## src/rtl/mips_pkg.sv

```systemverilog
// mips_pkg: shared types and constants for the MIPS fetch PC sequencer
package mips_pkg;
   typedef enum logic [1:0] {BOOT = 2'd0, RUN = 2'd1, EXC = 2'd2} pcseq_state_t;
   typedef logic [2:0] redir_t;
   localparam redir_t REDIR_NONE = 3'd0;
   localparam redir_t REDIR_JUMP = 3'd1;
   localparam redir_t REDIR_BR   = 3'd2;
   localparam redir_t REDIR_ERET = 3'd3;
   localparam redir_t REDIR_EXC  = 3'd4;
   localparam logic [31:0] DEF_RESET_VECTOR = 32'h0000_0000;
   localparam logic [31:0] DEF_EXC_VECTOR   = 32'h0000_0080;
endpackage

```

## src/rtl/pc_redirect_arb.sv

```systemverilog
// pc_redirect_arb: priority encoder over redirect requests and the pending redirect
module pc_redirect_arb
   import mips_pkg::*;
#(
   parameter int              PC_W       = 32,
   parameter logic [PC_W-1:0] EXC_VECTOR = PC_W'(DEF_EXC_VECTOR)
)(
   input  logic            i_run,
   input  logic            i_exc_en,
   input  logic            i_exc,
   input  logic            i_eret,
   input  logic [PC_W-1:0] i_epc,
   input  logic            i_br,
   input  logic [PC_W-1:0] i_br_target,
   input  logic            i_jump,
   input  logic [PC_W-1:0] i_jump_target,
   input  logic            i_pend_v,
   input  redir_t          i_pend_code,
   input  logic [PC_W-1:0] i_pend_target,
   output redir_t          o_req_code,
   output redir_t          o_sel_code,
   output logic [PC_W-1:0] o_target,
   output logic            o_flush_if,
   output logic            o_flush_id
);
   logic            w_exc, w_eret, w_br, w_jump;
   logic [PC_W-1:0] w_masked;
   always_comb begin
      w_exc      = i_exc_en & i_exc;
      w_eret     = i_run & i_eret;
      w_br       = i_run & i_br;
      w_jump     = i_run & i_jump;
      o_req_code = w_exc ? REDIR_EXC : w_eret ? REDIR_ERET : w_br ? REDIR_BR : w_jump ? REDIR_JUMP : REDIR_NONE;
      w_masked   = (w_eret ? i_epc : w_br ? i_br_target : i_jump_target) & ~PC_W'(3);
      o_sel_code = o_req_code != REDIR_NONE ? o_req_code : i_pend_v ? i_pend_code : REDIR_NONE;
      o_target   = w_exc ? EXC_VECTOR : o_req_code != REDIR_NONE ? w_masked : i_pend_target;
      o_flush_if = w_exc | w_eret | w_br | w_jump;
      o_flush_id = w_exc | w_br;
   end
endmodule

```

## src/rtl/pc_sequencer.sv

```systemverilog
// pc_sequencer: fetch PC register, redirect buffering and exception-entry FSM
module pc_sequencer
   import mips_pkg::*;
#(
   parameter int              PC_W         = 32,
   parameter logic [PC_W-1:0] RESET_VECTOR = PC_W'(DEF_RESET_VECTOR),
   parameter logic [PC_W-1:0] EXC_VECTOR   = PC_W'(DEF_EXC_VECTOR)
)(
   input  logic            clk,
   input  logic            Reset,
   input  logic            hold_i,
   input  logic            imem_ready_i,
   input  logic            br_taken_i,
   input  logic [PC_W-1:0] br_target_i,
   input  logic            jump_i,
   input  logic [PC_W-1:0] jump_target_i,
   input  logic            exc_i,
   input  logic [PC_W-1:0] exc_pc_i,
   input  logic            eret_i,
   output logic [PC_W-1:0] pc_o,
   output logic            fetch_valid_o,
   output logic            flush_if_o,
   output logic            flush_id_o,
   output logic [PC_W-1:0] epc_o,
   output logic [1:0]      state_o
);
   pcseq_state_t    r_state, w_state_nxt;
   logic [PC_W-1:0] r_pc, r_epc, r_pend_target, w_target;
   logic            r_pend_v, w_run, w_adv, w_exc;
   redir_t          r_pend_code, w_req_code, w_sel_code;
   pc_redirect_arb #(.PC_W(PC_W), .EXC_VECTOR(EXC_VECTOR)) u_arb (
      .i_run         (w_run),
      .i_exc_en      (r_state != BOOT),
      .i_exc         (exc_i),
      .i_eret        (eret_i),
      .i_epc         (r_epc),
      .i_br          (br_taken_i),
      .i_br_target   (br_target_i),
      .i_jump        (jump_i),
      .i_jump_target (jump_target_i),
      .i_pend_v      (r_pend_v),
      .i_pend_code   (r_pend_code),
      .i_pend_target (r_pend_target),
      .o_req_code    (w_req_code),
      .o_sel_code    (w_sel_code),
      .o_target      (w_target),
      .o_flush_if    (flush_if_o),
      .o_flush_id    (flush_id_o)
   );
   always_ff @(posedge clk or posedge Reset)
      if (Reset) r_state <= BOOT;
      else       r_state <= w_state_nxt;
   always_comb begin
      w_run         = r_state == RUN;
      w_adv         = w_run & ~hold_i & imem_ready_i;
      w_exc         = exc_i & (r_state != BOOT);
      w_state_nxt   = w_exc ? EXC : (r_state == RUN) ? RUN : RUN;
      fetch_valid_o = w_run;
   end
   // A redirect seen while the PC is held waits in the pending register; only a stronger one replaces it
   always_ff @(posedge clk or posedge Reset)
      if (Reset) begin
         r_pc          <= RESET_VECTOR;
         r_epc         <= '0;
         r_pend_v      <= 1'b0;
         r_pend_code   <= REDIR_NONE;
         r_pend_target <= '0;
      end else if (w_exc) begin
         r_pc     <= EXC_VECTOR;
         r_epc    <= exc_pc_i;
         r_pend_v <= 1'b0;
      end else if (r_state == EXC) begin
         r_pc <= EXC_VECTOR;
      end else if (w_adv) begin
         r_pc     <= (w_sel_code == REDIR_NONE) ? r_pc + PC_W'(4) : w_target;
         r_pend_v <= 1'b0;
      end else if (w_run && w_req_code != REDIR_NONE && (!r_pend_v || w_req_code > r_pend_code)) begin
         r_pend_v      <= 1'b1;
         r_pend_code   <= w_req_code;
         r_pend_target <= w_target;
      end
   assign pc_o    = r_pc;
   assign epc_o   = r_epc;
   assign state_o = r_state;
endmodule

```

## config.mk

```make
export PLATFORM = sky130hd
export DESIGN_NAME = pc_sequencer
export DESIGN_NICKNAME = d
export VERILOG_FILES = /design/src/rtl/mips_pkg.sv /design/src/rtl/pc_redirect_arb.sv /design/src/rtl/pc_sequencer.sv
export SDC_FILE = /design/constraint.sdc
export NUM_CORES = 1
export LEC_CHECK = 0
export ABC_AREA = 1
export CORE_UTILIZATION = 48
export CTS_CLUSTER_DIAMETER = 150
export CTS_CLUSTER_SIZE = 12
export DETAILED_ROUTE_END_ITERATION = 8
export DONT_BUFFER_PORTS = 1
export PLACE_DENSITY = 0.59
export SETUP_SLACK_MARGIN = 0.2
export SLEW_MARGIN = 20
export SYNTH_ARGS = -nofsm -noshare
export SYNTH_HDL_FRONTEND = slang
export SYNTH_HIERARCHICAL = 1
export SYNTH_SLANG_ARGS = --single-unit
```

## constraint.sdc

```tcl
create_clock -name clk -period 4.2 [get_ports clk]
set_clock_uncertainty 0.05 [all_clocks]
set_input_delay 0.84 -clock clk [delete_from_list [all_inputs] [get_ports clk]]
set_output_delay 0.84 -clock clk [all_outputs]
set_load 0.005 [all_outputs]
```

==> results.toml <==
[pwr]
peakVddDrop_uv = 231
p_int_mw = 1.92
powerDensity_nw_per_um2 = 410
p_clk_share_pct = 30.9
p_seq_share_pct = 44.8
comb_power_share_pct = 24.2
p_total_mw = 2.90
power.net_switching_uw = 978
p_leak_nw = 3.59
switching_share_pct = 33.8

[floorplan]
die-area_um2 = 14400
pin_count = 173
die_h_um = 120
rows = 42
floorplan.initialDensity_pct = 49.9
core-area_um2 = 13400
die_w_um = 120

[grt]
grt_pass1_wl_mm = 30.3
grt_max_degree = 71
grt-ovfl-total = 0
antenna_found_initial = 0
grt_pass1_vias = 5960
grtUsageTotal_pct = 27.0

[clocking]
cts_tree = "built"
clock_path_buffers = 2
cts_buffers = 9
cts_root_buf = "clkbuf_16"
post_cts_buffers = 0
cts_hold_buf = 0
cts_resized = 0
clkTransAtPathRegs_ns = 0.07
insertion_delay_ns = 0.36
cts_max_level = 3
clock_sinks = 102

[route]
drc_errors = 0
drt_iter0_drc = 397
wl_per_cell_um = 15.0
first_pass_iters = 5
totalWireLength_mm = 18.3
ant_nets = 0
num_vias = 6231
via_per_inst = 5.12

[place]
gp_congestion = 0.822
hpwl_mm = 13.1
portBuffers = 0

[worst_setup_path]
end_kind = "register"
crit_type = "reg -> reg"
cp.arrival_ns = 3.17
worstPathRequired_ns = 4.36
startpoint_type = "register"
crit_fanout = 70

[timing]
fin_tns_setup_ns = 0
maxSlewHeadroom_pct = 32.4
drv_slew = 0
setup_violations = 0
period_needed_ns = 3.02
hold_viol_final = 0
rsz0062_at_grt = "no"
finalCritPeriodShare_pct = 71.8
whs_ns = 0.436
timing.fmax_mhz = 332
worstMarginPinSlew_ns = 1.01

[min_path]
worstHoldPathType = "reg -> reg"

[synth]
synthDistinctLibCells = 32
syn_nets = 1171
ys_seq_elements = 102
yosys_warnings = 6
avgSynthCellArea_um2 = 6.29
synthesis.area_um2 = 6690
ys_seq_area_share_pct = 38.2
synthCells = 1063

[layout]
regArea_um2 = 2550
antennaDiodeCount = 0
syn_to_final_growth_pct = 5.67
num-fill-cells = 1419
final_nets = 1145
multiInputGateArea_um2 = 3490
drive_gt1_share_pct = 5.28

[status]
status = "complete, no violations"

[job]
maxCapViolations = 0
## layout make-up
type | instances | share of cell area, %
Inverter | 109 | 5.86
Tap cell | 176 | 3.12
Clock inverter | 6 | 1.04
Sequential cell | 102 | 36.1
Timing Repair Buffer | 10 | 1.06
Multi-Input combinational cell | 805 | 49.4
Clock buffer | 10 | 3.38
## cells by family after synthesis
logic type	count (synthesis)	synth area share, %
AND/OR/NAND/NOR	691	42.5
XOR/XNOR	8	1.05
flip-flops	102	38.2
adder cells (fa/ha/maj)	4	0.748
buffers and inverters	156	9.61
AO/OA/AOI/OAI	102	7.93
## registers in the layout, summed over array words and instances, names as in the netlist
name	cells
state_o	2
pc_o	32
r_pend_v	1
epc_o	32
r_pend_target	32
r_pend_code	3
## synthesized netlist by cell type (all sizes together)
library cell    n  area [µm²]
or2             2        12.5
nand2         444        1700
a31oi           2        12.5
nand3          35         198
nor2          178         698
o21bai          2        15.0
ha              4        50.1
dfrtp         102        2550
o21ai          66         338
buf            27         156
clkinv          1        3.75
o22ai           4        25.0
nand4           2        12.5
clkbuf         20        75.1
inv           108         408
xnor2           3        26.3
and2            1        6.26
nand3b         29         218
xor2            5        43.8
a21oi          28         140
## final timing paths
path                                                     from                            end  slack (ns)  cells past startpoint
worst max-delay path                     state_o[0]$_DFF_PP0_  r_pend_target[15]$_DFFE_PP0P_        1.18                     12
worst min-delay path            r_pend_target[21]$_DFFE_PP0P_  r_pend_target[21]$_DFFE_PP0P_        0.44                      2
worst max register to register           state_o[0]$_DFF_PP0_  r_pend_target[15]$_DFFE_PP0P_        1.18                     12
worst min register to register  r_pend_target[21]$_DFFE_PP0P_  r_pend_target[21]$_DFFE_PP0P_        0.44                      2
max in group asynchronous                               Reset          epc_o[16]$_DFFE_PP0N_        2.83                      2
min in group asynchronous                               Reset            pc_o[8]$_DFFE_PP0P_        0.45                      1
## stage by stage
step	setup slack, ns	utilization (%)	cells	instance area, µm²
6_report	1.18	52.8	1218	7070
3_3_place_gp	0.976	50.4	1202	6760
5_1_grt	0.753	52.8	1218	7070
4_1_cts	1.17	52.8	1218	7070
2_1_floorplan	0.635	-	1063	6690
3_5_place_dp	0.965	50.4	1202	6760
## power groups by stage
stage | Clock, mW | Combinational [mW] | Sequential, mW
floorplan | 0 | 0.581 | 1.28
global route | 0.953 | 0.829 | 1.32
CTS | 0.915 | 0.710 | 1.30
detailed placement | 0 | 0.709 | 1.31
finish | 0.896 | 0.702 | 1.30
global placement | 0 | 0.697 | 1.32
## cell usage in the layout, fill, tap and decap left out, drive strengths merged, types with 3 or more instances in the layout
cell and instances:
dfrtp 102, inv 112, xnor2 3, a21oi 28, nand3b 29, xor2 5
o22ai 4, o21ai 66, buf 10, nand3 35, ha 4, clkbuf 10
nor2 178, nand2 444
## metal layers
| layer | share of wire, % | track usage (%) |
|---|---|---|
| met5 | 0 | 0 |
| met4 | 3.4 | 10.4 |
| met3 | 5.7 | 5.94 |
| met2 | 47 | 43.8 |
| met1 | 44 | 34.9 |
## critical path, cell delays in order (launching register included)
cell and delay [ns]:
dfrtp_1 0.42, inv_1 0.10, nand2_1 0.10, nand2_1 0.47, inv_1 0.14, ha_1 0.34, nand2_1 0.06, o21ai_0 0.14
nand2_1 0.06, nand2_1 0.11, nand3_4 0.56, nand2_1 0.22, o21ai_1 0.09
(Power assumes the default switching activity.)
